--- src/rtl/regfile_mp.sv ---
// regfile_mp: DEPTH x WIDTH register file, one write port, two registered read ports, per-entry valid bits.
// Optional write-first forwarding on same-address collisions: define REGFILE_MP_WR_BYPASS_EN.
module regfile_mp #(
   parameter int WIDTH = 11,
   parameter int DEPTH = 16,
   parameter int AW    = 4
) (
   input  logic             clk,
   input  logic             rst,
   input  logic             clr,
   input  logic             wr_en,
   input  logic [AW-1:0]    wr_addr,
   input  logic [WIDTH-1:0] wr_data,
   output logic             wr_err,
   input  logic             rd0_en,
   input  logic [AW-1:0]    rd0_addr,
   output logic [WIDTH-1:0] rd0_data,
   output logic             rd0_vld,
   output logic             rd0_ack,
   input  logic             rd1_en,
   input  logic [AW-1:0]    rd1_addr,
   output logic [WIDTH-1:0] rd1_data,
   output logic             rd1_vld,
   output logic             rd1_ack
);
   localparam int NP = 2;

   logic [WIDTH-1:0] mem_q [DEPTH];
   logic [WIDTH-1:0] mem_d [DEPTH];
   logic [DEPTH-1:0] valid_q, valid_d;
   logic [WIDTH-1:0] rd_data_q [NP];
   logic [WIDTH-1:0] rd_data_d [NP];
   logic [NP-1:0]    rd_vld_q, rd_vld_d, rd_ack_q, rd_ack_d;
   logic             wr_err_q, wr_err_d, wr_ok;
   logic [NP-1:0]    rd_en;
   logic [AW-1:0]    rd_addr [NP];

   function automatic logic in_range(input logic [AW-1:0] a);
      return int'(a) < DEPTH;
   endfunction

   assign rd_en      = {rd1_en, rd0_en};
   assign rd_addr[0] = rd0_addr;
   assign rd_addr[1] = rd1_addr;

   always_comb begin
      wr_ok    = wr_en && in_range(wr_addr);
      wr_err_d = wr_en && !in_range(wr_addr);
      mem_d    = mem_q;
      valid_d  = clr ? '0 : valid_q;
      // the write lands after the clear so a clr+write entry ends valid
      if (wr_ok) begin
         mem_d[wr_addr]   = wr_data;
         valid_d[wr_addr] = 1'b1;
      end
      for (int p = 0; p < NP; p++) begin
         rd_data_d[p] = rd_data_q[p];
         rd_vld_d[p]  = rd_vld_q[p];
         rd_ack_d[p]  = rd_en[p];
         if (rd_en[p]) begin
            rd_data_d[p] = in_range(rd_addr[p]) ? mem_q[rd_addr[p]] : '0;
            rd_vld_d[p]  = in_range(rd_addr[p]) && valid_q[rd_addr[p]];
`ifdef REGFILE_MP_WR_BYPASS_EN
            if (wr_ok && wr_addr == rd_addr[p]) begin
               rd_data_d[p] = wr_data;
               rd_vld_d[p]  = 1'b1;
            end
`endif
         end
      end
   end

   always_ff @(posedge clk or negedge rst) begin
      if (!rst) begin
         mem_q     <= '{default: '0};
         valid_q   <= '0;
         rd_data_q <= '{default: '0};
         rd_vld_q  <= '0;
         rd_ack_q  <= '0;
         wr_err_q  <= 1'b0;
      end else begin
         mem_q     <= mem_d;
         valid_q   <= valid_d;
         rd_data_q <= rd_data_d;
         rd_vld_q  <= rd_vld_d;
         rd_ack_q  <= rd_ack_d;
         wr_err_q  <= wr_err_d;
      end
   end

   assign wr_err   = wr_err_q;
   assign rd0_data = rd_data_q[0];
   assign rd0_vld  = rd_vld_q[0];
   assign rd0_ack  = rd_ack_q[0];
   assign rd1_data = rd_data_q[1];
   assign rd1_vld  = rd_vld_q[1];
   assign rd1_ack  = rd_ack_q[1];
endmodule
--- config.mk ---
export PLATFORM = sky130hd
export DESIGN_NAME = regfile_mp
export DESIGN_NICKNAME = d
export VERILOG_FILES = /design/src/rtl/regfile_mp.sv
export SDC_FILE = /design/constraint.sdc
export NUM_CORES = 1
export LEC_CHECK = 0
export CAP_MARGIN = 10
export CORE_UTILIZATION = 65
export CTS_BUF_LIST = sky130_fd_sc_hd__clkbuf_4 sky130_fd_sc_hd__clkbuf_8
export CTS_CLUSTER_DIAMETER = 80
export DETAILED_ROUTE_END_ITERATION = 10
export PLACE_DENSITY = 0.85
export SLEW_MARGIN = 20
export SYNTH_ARGS = -nofsm -noshare
export SYNTH_HDL_FRONTEND = slang
export SYNTH_SLANG_ARGS = --single-unit
--- constraint.sdc ---
create_clock -name clk -period 2.6 [get_ports clk]
set_input_delay 0.26 -clock clk [delete_from_list [all_inputs] [get_ports clk]]
set_output_delay 0.26 -clock clk [all_outputs]
set_load 0.005 [all_outputs]
Yosys cells after proc, flatten, opt, wreduce, memory -nomap -nowiden
Index checks and enable logic that the tools add are counted.
Storage, ports and cells
  register bits: 218
  latch bits: 0
  memory bits (writable): 0
  memory bits (read-only): 0
  input port bits: 29
  output and inout port bits: 27
  logic and storage cells: 53
  memories: 0
Cells by class
  $add $sub $neg: 0
  multiply operators: 0
  divide/modulo/power cells: 0
  magnitude comparators: 8
  eq/ne operators: 0
  shifts and indexed selects: 0
  muxes and demuxes: 17
  bitwise gates (word level): 4
  reduce and logical (&&, ||, !) cells: 2
Operators with widths (count)
  176-bit bitwise mux: 1
  11-bit binary-select mux with 4-bit select: 2
  11-bit two-way mux: 5
  11-bit demux with 4-bit select: 1
  16-bit two-way mux: 2
  16-bit bitwise OR: 1
  5-bit >= comparator, second input constant: 3
  4-bit by 5-bit less-than comparator with 1-bit output, second input constant: 3
  4-bit inverter with 5-bit output: 3
  1-bit binary-select mux with 4-bit select: 2
  5-bit by 1-bit less-than comparator with 1-bit output, second input constant: 1
  1-bit demux with 4-bit select: 1
  4-bit by 1-bit >= comparator with 1-bit output, second input constant: 1
  1-bit two-way mux: 3
  1-bit logical AND: 2

Depth between registers and ports, before layout
Gate-level depths: netlist (run 1).
  word-level depth: 6
  gate-level depth with buffers: 5
  mapped depth without buffers: 3

Worst setup path before layout (run 1)
OpenSTA, ideal clock, no wires.
  path type: input to register
  start point: input port wr_addr[3]
  end point: register mem_q[162] (netlist name)
  setup time: 0.125 ns
  data arrival time: 1.421 ns
  required time: 2.475 ns
  slack: 1.054 ns
  cell stages on the path: 4
  buffers on the path: 2
  path through: buf_2 nor4_1 buf_2 mux2_2
On the way
  word-level cells in the longest chain between the ends: 6
  elaborated cells between the ends (all ways): 7
  those cells by class: order compare (2); mux (3); bitwise (1); reduce/logical (1)
Ends and longest elaborated chain
  start, declared: RTL line 12  | input logic [AW-1:0] wr_addr,
  4-bit inverter with 5-bit output (implied by the code) (*): RTL line 53  | mem_d[wr_addr] = wr_data;
  5-bit >= comparator (implied by the code) or 5-bit by 1-bit less-than comparator with 1-bit output (tied branches): RTL line 53
  1-bit logical AND (implied by the code): RTL line 53
  11-bit two-way mux (implied by the code): RTL line 53
  11-bit demux with 4-bit select (*): RTL line 53
  176-bit bitwise mux (*): RTL line 53
  end signal, assigned: RTL line 82  | mem_q <= mem_d;
  end, declared: RTL line 28  | logic [WIDTH-1:0] mem_q [DEPTH];
Every way passes the cells marked *; elsewhere a longest branch is shown, timed or not.
A chain may end at the register's enable or synchronous reset.

Worst setup path after layout (run 1)
  start point: register rd_data_q, in the netlist rd1_data[6]
  end point: output port rd1_data[6]
RTL lines
  start, declared: RTL line 31  | logic [WIDTH-1:0] rd_data_q [NP];
  start signal, assigned: RTL line 84  | rd_data_q <= rd_data_d;
  end, declared: RTL line 22  | output logic [WIDTH-1:0] rd1_data,
No word-level cell between the ends.

==> reports/results.tsv, run 1 <==
metric	value	unit
critPathSlowestCell	clkdlybuf4s50_1	
path_cells	clkdlybuf4s50_1	
final_common_cell	dfrtp_1	
grt_pass1_vias	7779	
dr.pass1.iters	5	
cts.repair.resized	0	
cts-root-buf	clkbuf_8	
max_freq	0.582	GHz
path_delay_family	buffers and inverters	
path_buf_inv	1	
ys_seq_area_frac	0.498	
fin_crit_sh	0.661	
critPathCaptureType	primary output	
start_util	0.662	
cts_max_level	2	
cp-startpoint	rd1_data[6]$_DFFE_PN0P_	
detailed_place.area	11800	µm²
chipHeight	132	µm
cts_setup_buffers	0	
worstSetupPathType	register to primary output	
fin_area	12600	µm²
worst_slew_pin_slew	763	ps
hold_viol	0	
gp_congestion	0.828	
die_w	132	µm
status	finished clean	
r2r_start	valid_q[15]$_DFF_PN0_	
clk_pin_slew	60	ps
gr-usage-met1	0.457	
seq_power_share	0.465	
crit_arrival	1460	ps
p_int	0.00735	W
p_switching	0.00267	W
num_vias	6995	
register_area	5460	µm²
worst_skew_pair.late_latency	540	ps
coreArea	16500	µm²
gr-usage-met3	0.0700	
peakVddDrop	0.736	mV
drt_iter0_markers	466	
cp_max_fo	2	
drc	0	
die-area	17400	µm²
drive_gt1_frac	0.483	
ys_warn_count	0	
routed_wl	27.1	mm
grt-ovfl-total	0	
port_buffers	54	
skew	18.6	ps
boundaryPins	56	
p_clk_frac	0.320	
final_nets	792	
cp-start-kind	register	
syn_area_per_cell	15.5	µm²
cp_slowest_stage_delay	530	ps
grt_max_degree	72	
synth_nets	734	
powerDensity	798	nW/µm²
cts.sinks	218	
netlist_instances	705	
relSlewSlack	0.491	
comb_power_share	0.215	
antenna_found_initial	0	
p_leak	5.32	nW
tns	0	ps
diodes	0	
hpwl	17.4	mm
met2_usage	0.536	
rsz0062_at_grt	false	
grt.busiest_layer	met2	
grt_pass1_wl	43.8	mm
final_cell_mix	218 x dfrtp_1, 176 x mux2_2, 96 x mux4_2	
drv_cap	0	
cts_tree	yes	
grt_usage	0.337	
synthToLayoutAreaGrowth	14.7	%
multi_input_area	5180	µm²
yosysUniqueCellTypes	28	
setup_viol	0	
maxSlewViolCount	0	
routedWlPerCell	26.9	µm
numCtsBuffers	37	
period_minus_slack	1720	ps
cts_hold_buffers	1	
required	2340	ps
cts_max_path_buffers	3	
via_per_inst	6.95	
syn_area	10900	µm²
swShare	0.266	
hp-class	primary input to asynchronous set/reset pin	
ant_nets	0	
num_rows	47	
synth-seq-cells	218	
fillers	994	
final timing paths:
check | to | slack (ps) | depth (start not counted)
min reg2reg | valid_q[4]$_DFF_PN0_ | 500 | 1
max | rd1_data[6] | 880 | 1
max reg2reg | rd_vld_q[1]$_DFFE_PN0P_ | 1140 | 3
min | rd0_data[2]$_DFFE_PN0P_ | 310 | 2
min in group clk | rd1_data[2]$_DFFE_PN0P_ | 320 | 3
max in group asynchronous | mem_q[46]$_DFFE_PN0P_ | 1420 | 3
per-stage QoR:
stage               setup WS, ps  power (W)  instances  utilization  hold slack, ps
floorplan                   1050    0.00605        705            -           -35.6
global placement             475    0.00666        943        0.712             309
detailed placement           388    0.00685        943        0.712             312
CTS                          856     0.0101       1006        0.760             309
global route                 808     0.0104       1006        0.760             320
finish                       882     0.0100       1006        0.760             315
synth_stat cells:
cell      instances  area (µm²)
nand3_1           2        10.0
buf_4             9        67.6
nor3b_1           1        7.51
and2_1            2        12.5
mux2i_1          24         240
o21ai_0           3        15.0
nand2b_4          1        13.8
mux4_2           96        2160
dfrtp_1         218        5460
nor4b_2           1        15.0
conb_1            1        3.75
buf_2            31         155
nand3b_1          2        15.0
clkbuf_8          1        13.8
mux2_2          176        1980
clkbuf_1         23        86.3
nor2_1           31         116
nand2b_1          4        25.0
inv_1             4        15.0
a221oi_1         24         210
o22ai_1          24         150
or2_2             2        12.5
a21o_1           13        97.6
nor4_1            1        6.26
buf_1             2        7.51
nor3_1            5        25.0
nand2_1           3        11.3
or4b_4            1        13.8
area by class of cell:
| cell class | instances | area share |
|---|---|---|
| flip-flops and latches | 218 | 0.435 |
| multi-input cells | 417 | 0.412 |
| repair buffers | 85 | 0.0685 |
| clock buffers | 54 | 0.0537 |
| well taps | 220 | 0.0219 |
| clock inverters | 8 | 0.00768 |
| inverters | 4 | 0.00120 |
sequential cells by signal, indices dropped and copies added (netlist names):
name / cells
rd1_data: 11
valid_q: 16
rd_ack_q: 2
rd_vld_q: 2
mem_q: 176
rd0_data: 11
layer usage:
layer | up-vias | wire (µm)
met2 | 333 | 13300
li1 | 2859 | -
met3 | 82 | 1920
met5 | - | 0
met4 | 0 | 1040
met1 | 3721 | 10800
cells by family after synthesis:
group,after synthesis,synth area share
AO/OA/AOI/OAI,64,0.0432
buffers and inverters,70,0.0315
flip-flops,218,0.498
multiplexers,296,0.401
other,1,0.000343
AND/OR/NAND/NOR,56,0.0259
worst register-to-register path, delay by kind of cell, from the launching register on:
kind,cells,cell delay [ps]
AOI/OAI and AO/OA,1,140
DFF,1,390
muxes,2,770
power by group through the flow:
stage                     clock network, W  registers, W  logic, W
after global placement                   0       0.00460   0.00206
after detailed placement                 0       0.00470   0.00215
after CTS                          0.00324       0.00464   0.00217
final                              0.00320       0.00466   0.00216
after floorplan                          0       0.00451   0.00154
after global routing               0.00340       0.00476   0.00229
Note: power is estimated with default switching activity, not from simulation.
==> run 2: changes to the inputs <==
--- a/config.mk
+++ b/config.mk
@@ -6,11 +6,11 @@
 export NUM_CORES = 1
 export LEC_CHECK = 0
 export CAP_MARGIN = 10
-export CORE_UTILIZATION = 65
+export CORE_UTILIZATION = 63
 export CTS_BUF_LIST = sky130_fd_sc_hd__clkbuf_4 sky130_fd_sc_hd__clkbuf_8
 export CTS_CLUSTER_DIAMETER = 80
 export DETAILED_ROUTE_END_ITERATION = 10
-export PLACE_DENSITY = 0.85
+export PLACE_DENSITY = 0.83
 export SLEW_MARGIN = 20
 export SYNTH_ARGS = -nofsm -noshare
 export SYNTH_HDL_FRONTEND = slang
==> constraint.sdc (replaced) <==
create_clock -name clk -period 1.6 [get_ports clk]
set_input_delay 0.16 -clock clk [delete_from_list [all_inputs] [get_ports clk]]
set_output_delay 0.16 -clock clk [all_outputs]
set_load 0.005 [all_outputs]
==> reports/results.tsv, run 2 (same netlist as run 1, synthesis figures left out) <==
metric	value	unit
status	finished clean	
via_per_inst	6.89	
drive_gt1_frac	0.515	
antenna_found_initial	0	
chipHeight	134	µm
fin_total_pwr	0.0163	W
cp-start-kind	register	
cts_tree	yes	
cts_max_level	2	
drv_cap	0	
ant_nets	0	
hold_ws	154	ps
grt_usage	0.342	
fin_crit_sh	0.978	
port_buffers	54	
hold_viol	0	
gp_congestion	0.832	
final_nets	839	
routedWlPerCell	26.9	µm
final_common_cell	dfrtp_1	
powerDensity	1250	nW/µm²
cts.sinks	218	
maxSlewViolCount	0	
r2r_start	mem_q[2]$_DFFE_PN0P_	
relSlewSlack	0.512	
cp_slowest_stage_delay	510	ps
coreArea	16800	µm²
worst_slew_pin_slew	731	ps
setup_viol	0	
worst-r2r-cell-count	3	
largest_registers	mem_q x176, valid_q x16	
skew	8.89	ps
required	1440	ps
peakVddDrop	0.784	mV
grt_pass1_wl	44.9	mm
dpl.cell_count	988	
drc	0	
path_delay_family	buffers and inverters	
cts-root-buf	clkbuf_8	
num_vias	7282	
critPathSlowestCell	clkdlybuf4s50_1	
hpwl	19.3	mm
cp_max_fo	2	
grt-ovfl-total	0	
final_cell_mix	218 x dfrtp_1, 176 x mux2_2, 96 x mux4_2	
grt_max_degree	56	
routed_wl	28.4	mm
p_leak	5.70	nW
drt_iter0_markers	657	
cts_max_path_buffers	3	
die_w	134	µm
top_register	mem_q	
diodes	0	
worstSetupPathType	register to primary output	
clk_pin_slew	60	ps
path_cells	clkdlybuf4s50_1	
fillers	938	
synthToLayoutAreaGrowth	19.5	%
rsz0062_at_grt	false	
numCtsBuffers	37	
path_buf_inv	1	
grt_pass1_vias	7912	
hp-class	primary input to asynchronous set/reset pin	
die-area	17900	µm²
critPathCaptureType	primary output	
utilization	0.780	
worst_skew_pair.late_latency	530	ps
reg2reg_to	rd0_data[2]$_DFFE_PN0P_	
r2r_slack	80	ps
crit_arrival	1410	ps
max_freq	0.639	GHz
start_util	0.653	
boundaryPins	56	
dr.pass1.iters	5	
largest_reg_flops	176	
num_rows	47	
fin_cells	1057	
period_minus_slack	1570	ps
run 2: power by group:
part / internal, W / leakage (nW) / switching [W]
Sequential: 0.00670 / 2.68 / 0.000909
Clock: 0.00292 / 0.417 / 0.00221
Combinational: 0.00228 / 2.61 / 0.00130
run 2: worst max path at each step:
stage / startpoint / to / depth (start not counted)
6_report: rd1_data[6]$_DFFE_PN0P_ / rd1_data[6] / 1
5_1_grt: rd1_data[2]$_DFFE_PN0P_ / rd1_data[2] / 1
3_3_place_gp: wr_addr[1] / mem_q[164]$_DFFE_PN0P_ / 5
2_1_floorplan: wr_addr[3] / mem_q[162]$_DFFE_PN0P_ / 4
4_1_cts: rd1_data[3]$_DFFE_PN0P_ / rd1_data[3] / 1
3_5_place_dp: wr_addr[0] / mem_q[70]$_DFFE_PN0P_ / 5
run 2: metal layers:
layer  wire, µm  GRT usage  up-vias  share of wire
met5          0          0        -              0
met4        908      0.152        0          0.032
met3       2160     0.0540       68          0.076
met2      14300      0.554      422           0.50
met1      11100      0.467     3835           0.39
li1           -          -     2957              -
run 2: cell type report:
| class | instances | area [µm²] | area share |
|---|---|---|---|
| multi-input combinational | 417 | 5180 | 0.396 |
| sequential | 218 | 5460 | 0.417 |
| clock inverter | 7 | 37.5 | 0.00287 |
| inverter | 4 | 15.0 | 0.00115 |
| tap | 220 | 275 | 0.0210 |
| clock buffer | 59 | 737 | 0.0564 |
| timing repair buffer | 132 | 1380 | 0.106 |
run 2: what timing repair did:
item	4_1_cts	5_1_grt
endpoints found under the setup margin	11	8
gates resized for setup	11	8
hold buffers	1	0
setup buffers	1	1
endpoints found under the hold margin	69	0
run 2: metrics by stage:
| step | TNS [ps] | instance area, µm² | worst slack (ps) |
|---|---|---|---|
| finish | 0 | 13100 | 34.9 |
| global route | 0 | 13100 | 2.69 |
| CTS | 0 | 13100 | 0.126 |
| detailed placement | -52260 | 12300 | -365 |
| global placement | -37980 | 12300 | -306 |
| floorplan | 0 | 10900 | 154 |
